## config.mk

```make
export PLATFORM = sky130hd
export DESIGN_NAME = rtc_field_editor
export DESIGN_NICKNAME = d
export VERILOG_FILES = /design/src/rtl/rtc_pkg.sv /design/src/rtl/bcd_step.sv /design/src/rtl/rtc_field_editor.sv
export SDC_FILE = /design/constraint.sdc
export NUM_CORES = 1
export LEC_CHECK = 0
export ABC_AREA = 1
export BUFFER_PORTS_ARGS = -buffer_cell sky130_fd_sc_hd__buf_2
export CORE_ASPECT_RATIO = 2
export CORE_MARGIN = 4
export CORE_UTILIZATION = 50
export DETAILED_ROUTE_END_ITERATION = 6
export PLACE_DENSITY = 0.72
export SYNTH_ARGS = -nofsm -noshare
export SYNTH_HDL_FRONTEND = slang
export SYNTH_SLANG_ARGS = --single-unit
```

## constraint.sdc

```tcl
create_clock -name clk -period 2.4 [get_ports clk]
set_input_delay 0 -clock clk [delete_from_list [all_inputs] [get_ports clk]]
set_output_delay 0 -clock clk [all_outputs]
set_load 0.005 [all_outputs]
```

## src/rtl/rtc_pkg.sv

```systemverilog
// rtc_pkg: definitions shared by the RTC field editors and the alarm editor.
//   - edit_state_e : state encoding of the field-edit FSM
//   - RTC_ADDR_*   : RTC register address of each time/date field
//   - *_MIN/*_MAX  : legal packed-BCD range of each field
package rtc_pkg;

  typedef enum logic [2:0] {
    ST_IDLE,
    ST_CALC,
    ST_ADDR,
    ST_REL,
    ST_DATA,
    ST_DONE
  } edit_state_e;

  localparam logic [7:0] RTC_ADDR_SEC   = 8'h20;
  localparam logic [7:0] RTC_ADDR_MIN   = 8'h21;
  localparam logic [7:0] RTC_ADDR_HOUR  = 8'h22;
  localparam logic [7:0] RTC_ADDR_DAY   = 8'h24;
  localparam logic [7:0] RTC_ADDR_MONTH = 8'h25;
  localparam logic [7:0] RTC_ADDR_YEAR  = 8'h26;

  localparam logic [7:0] SEC_MIN   = 8'h00;
  localparam logic [7:0] SEC_MAX   = 8'h59;
  localparam logic [7:0] MIN_MIN   = 8'h00;
  localparam logic [7:0] MIN_MAX   = 8'h59;
  localparam logic [7:0] HOUR_MIN  = 8'h00;
  localparam logic [7:0] HOUR_MAX  = 8'h23;
  localparam logic [7:0] DAY_MIN   = 8'h01;
  localparam logic [7:0] DAY_MAX   = 8'h31;
  localparam logic [7:0] MONTH_MIN = 8'h01;
  localparam logic [7:0] MONTH_MAX = 8'h12;
  localparam logic [7:0] YEAR_MIN  = 8'h00;
  localparam logic [7:0] YEAR_MAX  = 8'h99;

endpackage

```

## src/rtl/bcd_step.sv

```systemverilog
// bcd_step: combinational +/-1 step of a field value with wrap-around.
//   val      : current value (packed BCD when bcd_mode=1, else binary)
//   dir      : 1 = increment, 0 = decrement
//   min_val  : lowest legal value
//   max_val  : highest legal value
//   bcd_mode : 1 = packed-BCD arithmetic, 0 = binary
//   next_val : stepped value; an illegal val snaps to min_val (up) or max_val (down)
module bcd_step (
  input  logic [7:0] val,
  input  logic       dir,
  input  logic [7:0] min_val,
  input  logic [7:0] max_val,
  input  logic       bcd_mode,
  output logic [7:0] next_val
);

  logic nib_bad;
  logic illegal;

  always_comb begin
    // NOTE: every output of a combinational block gets a default first so no path can infer a latch.
    next_val = val;
    nib_bad  = bcd_mode && ((val[3:0] > 4'd9) || (val[7:4] > 4'd9));
    illegal  = nib_bad || (val < min_val) || (val > max_val);

    if (illegal) begin
      next_val = dir ? min_val : max_val;
    end else if (dir) begin
      if (val == max_val)
        next_val = min_val;
      else if (bcd_mode && (val[3:0] == 4'd9))
        next_val = {val[7:4] + 4'd1, 4'd0};  // decimal carry into tens digit
      else
        next_val = val + 8'd1;
    end else begin
      if (val == min_val)
        next_val = max_val;
      else if (bcd_mode && (val[3:0] == 4'd0))
        next_val = {val[7:4] - 4'd1, 4'd9};  // decimal borrow from tens digit
      else
        next_val = val - 8'd1;
    end
  end

endmodule

```

## src/rtl/rtc_field_editor.sv

```systemverilog
// rtc_field_editor: user-edit engine for one RTC time/date field.
// An up/down pulse steps the field value and writes it to the RTC with a
// two-phase (address, then data) req/ack write.
//   clk, reset            : clock, asynchronous active-high reset
//   enable                : field selected; low aborts to IDLE on the next edge
//   up, down              : one-cycle step requests (both high = ignored)
//   cur_val               : current field value read back from the RTC
//   bus_ack               : bus master accepted the current phase
//   bus_req/ad/wr/data    : phase request, phase select (0 addr/1 data), write, payload
//   new_val               : last computed value
//   busy, done, err_tmo   : not-idle, data-phase-acked pulse, sticky ack timeout
module rtc_field_editor
  import rtc_pkg::*;
#(
  parameter logic [7:0]  FIELD_ADDR = RTC_ADDR_MONTH,
  parameter logic [7:0]  MIN_VAL    = MONTH_MIN,
  parameter logic [7:0]  MAX_VAL    = MONTH_MAX,
  parameter bit          BCD_MODE   = 1'b1,
  parameter int unsigned ACK_TMO    = 255
) (
  input  logic       clk,
  input  logic       reset,
  input  logic       enable,
  input  logic       up,
  input  logic       down,
  input  logic [7:0] cur_val,
  input  logic       bus_ack,
  output logic       bus_req,
  output logic       bus_ad,
  output logic       bus_wr,
  output logic [7:0] bus_data,
  output logic [7:0] new_val,
  output logic       busy,
  output logic       done,
  output logic       err_tmo
);

  // Timeout fires on the edge that would complete the ACK_TMO-th waiting cycle.
  localparam logic [7:0] TMO_LAST = 8'(ACK_TMO - 1);

  edit_state_e state;
  logic [7:0]  cap_val;
  logic        cap_up;
  logic [7:0]  tmo_cnt;
  logic [7:0]  step_val;

  bcd_step u_step (
    .val      (cap_val),
    .dir      (cap_up),
    .min_val  (MIN_VAL),
    .max_val  (MAX_VAL),
    .bcd_mode (BCD_MODE),
    .next_val (step_val)
  );

  // NOTE: state is updated with non-blocking assignments so every register samples pre-edge values.
  always_ff @(posedge clk or posedge reset) begin
    if (reset) begin
      state    <= ST_IDLE;
      cap_val  <= '0;
      cap_up   <= 1'b0;
      tmo_cnt  <= '0;
      bus_req  <= 1'b0;
      bus_ad   <= 1'b0;
      bus_wr   <= 1'b0;
      bus_data <= '0;
      new_val  <= '0;
      busy     <= 1'b0;
      done     <= 1'b0;
      err_tmo  <= 1'b0;
    end else begin
      done <= 1'b0;
      if (!enable && (state != ST_IDLE)) begin
        // Abort: release the bus at once; new_val and err_tmo are kept.
        state    <= ST_IDLE;
        bus_req  <= 1'b0;
        bus_ad   <= 1'b0;
        bus_wr   <= 1'b0;
        bus_data <= '0;
        busy     <= 1'b0;
      end else begin
        unique case (state)
          ST_IDLE: begin
            if (enable && (up ^ down)) begin
              cap_val <= cur_val;
              cap_up  <= up;
              err_tmo <= 1'b0;
              busy    <= 1'b1;
              state   <= ST_CALC;
            end
          end
          ST_CALC: begin
            new_val  <= step_val;
            bus_req  <= 1'b1;
            bus_wr   <= 1'b1;
            bus_ad   <= 1'b0;
            bus_data <= FIELD_ADDR;
            tmo_cnt  <= '0;
            state    <= ST_ADDR;
          end
          ST_ADDR, ST_DATA: begin
            if (bus_ack) begin
              bus_req  <= 1'b0;
              bus_wr   <= 1'b0;
              bus_ad   <= 1'b0;
              bus_data <= '0;
              if (state == ST_DATA) begin
                done  <= 1'b1;
                state <= ST_DONE;
              end else begin
                state <= ST_REL;
              end
            end else if (tmo_cnt == TMO_LAST) begin
              bus_req  <= 1'b0;
              bus_wr   <= 1'b0;
              bus_ad   <= 1'b0;
              bus_data <= '0;
              busy     <= 1'b0;
              err_tmo  <= 1'b1;
              state    <= ST_IDLE;
            end else begin
              tmo_cnt <= tmo_cnt + 8'd1;
            end
          end
          ST_REL: begin
            // One cycle with bus_req low separates the two phases.
            bus_req  <= 1'b1;
            bus_wr   <= 1'b1;
            bus_ad   <= 1'b1;
            bus_data <= new_val;
            tmo_cnt  <= '0;
            state    <= ST_DATA;
          end
          ST_DONE: begin
            busy  <= 1'b0;
            state <= ST_IDLE;
          end
          default: begin
            state <= ST_IDLE;
            busy  <= 1'b0;
          end
        endcase
      end
    end
  end

endmodule

```

# Word level (Yosys, flattened, before mapping)
# Cells that the tools add are included.
[classes]
n_eq_ne = 17
n_addsub = 5
n_lt_le_gt_ge = 4
n_reduce_logical = 23
muxes = 38
n_bitwise = 2
[ops]
columns = ["cell", "n"]
rows = [
  ["two-way mux 8 bit", 11],
  ["one-hot mux 8 bit (3 select lines)", 1],
  ["adder 8 x 1 -> 8 bit (second input constant)", 2],
  ["one-hot mux 8 bit (2 select lines)", 1],
  ["two-way mux 3 bit", 5],
  ["two-way mux 1 bit", 14],
  ["one-hot mux 3 bit (4 select lines)", 1],
  ["!= test 3 bit (second input constant)", 3],
  ["== test 8 x 1 -> 1 bit (second input constant)", 1],
  ["== test 8 x 5 -> 1 bit (second input constant)", 1],
  ["== test 8 bit (second input constant)", 1],
  ["> comparator 4 bit (second input constant)", 2],
  ["> comparator 8 x 5 -> 1 bit (second input constant)", 1],
  ["less-than comparator 8 x 1 -> 1 bit (second input constant)", 1],
  ["!= test 2 bit (second input constant)", 4],
  ["AND reduction 2 bit", 4],
  ["AND reduction 4 bit", 2],
  ["subtractor 8 x 1 -> 8 bit (second input constant)", 1],
  ["== test 3 x 2 -> 1 bit (second input constant)", 2],
  ["one-hot mux 1 bit (3 select lines)", 2],
  ["nonzero test 3 bit", 2],
  ["two-way mux 5 bit", 1],
  ["AND reduction 5 bit", 1],
  ["adder 4 x 1 -> 4 bit (second input constant)", 1],
  ["18 further kinds", 24],
]
[totals]
elab_cells = 100
regBits = 41
in_bits = 14

# Depth between registers and ports, before layout
[depth]
ltp_word = 5
ltp_mapped = 12
mapped_depth_nobuf = 12

# Hierarchy
# Synthesis repeated with hierarchy kept, for this count alone.
[unflattened]
cells_unflattened = 509
area_unflattened_um2 = 3522.1
[by_module_without_submodules]
columns = ["module", "n_inst", "area_per_inst_um2", "cells_per_inst", "seq_area_each_um2"]
rows = [
  ["rtc_field_editor", 1, 2135.8, 242, 1026.0],
  ["bcd_step", 1, 1386.3, 267, 0.0],
]

# Least setup slack after synthesis
# Ideal clock, no wire load.
[synth_timing]
path_type = "register -> register"
start = "reg cap_val[4]"
end = "reg new_val[5]"
setup_slack_ps = 888
setup_time_ps = 65
synth_period_minus_slack_ps = 1512
stages_incl_launch_ff = 11
arrival_time_ps = 1447
path_cell_list = "dfrtp_1 > inv_1 > ha_1 > o21ai_0 > nand2_1 > nand3_1 > nor2_2 > nand2_2 > nor2_1 > nand2_1 > nand2_1"
[synth_between]
elab_chain_cells = 5
[synth_rtl]
columns = ["element", "line", "source"]
rows = [
  ["start: declaration", "rtc_field_editor.sv:42", "logic [7:0] cap_val;"],
  ["start signal: assignment", "rtc_field_editor.sv:85", "cap_val <= cur_val;"],
  ["subtractor 8 x 1 -> 8 bit (tied with other cells)", "bcd_step.sv:41", "next_val = val - 8'd1;"],
  ["two-way mux 8 bit (tied with other cells)", "bcd_step.sv:38", "else if (bcd_mode && (val[3:0] == 4'd0))"],
  ["two-way mux 8 bit (tied with other cells)", "bcd_step.sv:36", "if (val == min_val)"],
  ["two-way mux 8 bit / logical OR 1 bit (equally long branches)", "bcd_step.sv:28, bcd_step.sv:24", ""],
  ["two-way mux 8 bit *", "bcd_step.sv:26", "if (illegal) begin"],
  ["end signal: assignment", "rtc_field_editor.sv:93", "new_val <= step_val;"],
  ["end: declaration", "rtc_field_editor.sv:32", "output logic [7:0] new_val,"],
]
# Mark *: on every way between the ends. The rest lies on a longest branch, timed or not.
# A chain may end at the register's enable or synchronous reset.

# Worst setup path in the final report
# Ends and elaborated chain as after synthesis.

==> qor.yml <==
arrival_ns: 2.05
synth-seq-cells: 41
wirelength_um: 6060
internal-power_w: 0.00166
via_per_inst: 5.10
ff2ff_setup_slack_ns: 0.61
power_frac_comb: 0.507
p_seq_frac: 0.352
rsz0062_at_grt: "false"
syn-cell-area_um2: 2470
finalInstanceArea_um2: 2880
finalClockSkew_ns: 0.00619
multi_input_area_um2: 1280
cts_setup_buffers: 0
min_period_over_period: 0.747
worst_slew_pin_slew_ns: 0.521
max_stage_delay_ns: 0.45
switching_share: 0.488
leakagePower_nw: 1.58
nets: 416
drt_iter0_markers: 99
coreArea_um2: 4820
startpoint: "cap_val[4]"
worstRegToRegCells: 10
min_path_type: "in -> reg"
ys.flop_type: "dfrtp_1"
grt_max_degree: 42
final.min_clock_period_ns: 1.79
setup_slack_ns: 0.607
post-place-ws_ns: 0.630
cts_tree: "done"
crit_slowest_cell: "dfrtp_1"
crit_chain: "inv_1 -> ha_1 -> o21ai_0 -> nand2_1 -> nand3_1 -> nor2_2 -> nand2_2 -> nor2_1 -> nand2_1 -> nand2_1"
cts.htree.levels: 2
initial_utilization: 0.513
synthArstFlopShare: 1.00
crit_family: "simple AND/OR/NAND/NOR gates"
status: "finished clean"
setup_viol: 0
placed_area_um2: 2690
power.switching_w: 0.00158
synth_cells: 347
finalMaxSlewViolations: 0
cp_data_required_time_ns: 2.66
min_from: "enable"
yosys_warnings: 0
synth_top_area_share: 0.415
placement.io_buffers: 35
areaGrowthSynthToFinish_pct: 16.4
drive_gt1_frac: 0.164
antenna_found_initial: 0
syn_area_per_cell_um2: 7.12
slew_headroom: 0.653
clkTransAtPathRegs_ns: 0.08
hold_ws_ns: 0.0503
detail-route-antenna-nets: 0
die_area_um2: 6200
crit_fanout: 8
yosysTopAreaCell: "dfrtp_1"
netlist_top_cells_area: "dfrtp_1 (42%), nand2_1 (21%), nand3_1 (5.7%)"
final_common_cell: "nand2_1"
rows: 36
grt.total_usage: 0.219
timing.rr.start: "cap_val[4]"
most-common-layout-cells: "nand2_1 (139), dfrtp_1 (41), buf_2 (35)"
fmax_mhz: 558
crit_buf_inv: 1
grt_pass1_vias: 2269
vias: 2314
ios: 36
die_y_um: 107
drc_errors: 0
drt_pass1_iterations: 4
root_buffer: "clkbuf_8"
worstSetupPathDepth: 10
wl_per_cell_um: 13.3
insertion_delay_ns: 0.31
grt_pass1_wl_um: 10200
fillers: 455
maxCapViolCount: 0
syn_nets: 367
gp_congestion: 0.978
layout.area.seq_um2: 1030
p_clk_frac: 0.142
final.setup.tns_ns: 0
cts_buffer_depth: 2
max-vdd-ir-drop_mv: 0.890
diodes: 0
p_total_w: 0.00324
grt_remaining_overflow: 0
rr_endpoint: "new_val[5]"
cp_common_cell: "nand2_1"
synth_edf_count: 0
end_kind: "flop"
whs_path_depth: 3
crit_path_end: "new_val[5]"
cts.sinks: 41
die_w_um: 57.7
place_hpwl_um: 4630
critPathKind: "reg -> reg"
p_per_area_nw_per_um2: 1130
numCtsBuffers: 5
yosysSeqAreaShare: 0.415
startpoint_type: "flop"
hold_viol_final: 0
synth_cell_types: 29
==> layout make-up <==
class / instances / area share
Multi-Input combinational cell: 268 / 0.446
Sequential cell: 41 / 0.357
Timing Repair Buffer: 47 / 0.101
Inverter: 33 / 0.0431
Clock buffer: 6 / 0.0252
Tap cell: 57 / 0.0248
Clock inverter: 2 / 0.00348
==> metrics by stage <==
stage               cells   util
global route          454  0.597
global placement      436  0.559
detailed placement    436  0.559
floorplan             347      -
CTS                   454  0.597
finish                454  0.597
==> sequential cells by signal, indices dropped and copies added, names as in the netlist <==
name,count
bus_data,8
cap_val,8
new_val,8
tmo_cnt,8
state,3
bus_ad,1
bus_wr,1
busy,1
cap_up,1
done,1
err_tmo,1
==> cells in the mapped netlist, types with 2 or more instances <==
cell type / instances
a21oi_1: 13
buf_2: 2
buf_6: 2
dfrtp_1: 41
ha_1: 6
inv_1: 30
inv_2: 2
nand2_1: 139
nand2_2: 6
nand3_1: 28
nand4_1: 6
nor2_1: 31
nor2_2: 3
nor2_4: 3
o21ai_0: 13
o21ai_2: 3
xnor2_1: 2
xor2_1: 6
==> worst min path at each step <==
stage | endpoint | slack (ns)
after floorplan | bus_wr | 0.16
after detailed placement | err_tmo | 0.16
after CTS | bus_wr | 0.03
final | bus_wr | 0.05
after global routing | bus_wr | 0.05
after global placement | err_tmo | 0.16
==> cells by family (layout without fill, tap and decap cells) <==
logic type	after synthesis	after routing	share of synthesized area
compound gates	33	33	0.0780
flops	41	41	0.415
simple gates	221	221	0.382
fa+ha+maj	6	6	0.0304
xor+xnor	8	8	0.0284
buf+inv	38	88	0.0663
==> worst register-to-register path, stage by stage, from the launching register on <==
cell	delay (ns)
dfrtp_1	0.45
inv_1	0.22
ha_1	0.25
o21ai_0	0.13
nand2_1	0.10
nand3_1	0.11
nor2_2	0.22
nand2_2	0.08
nor2_1	0.09
nand2_1	0.05
nand2_1	0.05
==> routing by layer <==
layer	share of wire	global-route usage	vias up
met1	0.35	0.210	1047
met5	0	0	-
met2	0.57	0.405	53
met4	0.044	0.136	0
met3	0.035	0.0432	19
li1	-	-	1195
==> power by group through the flow <==
| stage | clock [W] | sequential [W] | combinational (W) |
|---|---|---|---|
| after global routing | 0.000500 | 0.00117 | 0.00188 |
| after global placement | 0 | 0.00114 | 0.00162 |
| after floorplan | 0 | 0.00110 | 0.00127 |
| after detailed placement | 0 | 0.00115 | 0.00162 |
| after CTS | 0.000468 | 0.00113 | 0.00165 |
| final | 0.000459 | 0.00114 | 0.00164 |
==> timing repair <==
action                                 CTS  global route
gates resized for setup                  0             0
hold buffers                            10             0
endpoints found under the hold margin   50             0
Power figures use the tool's default switching activity.
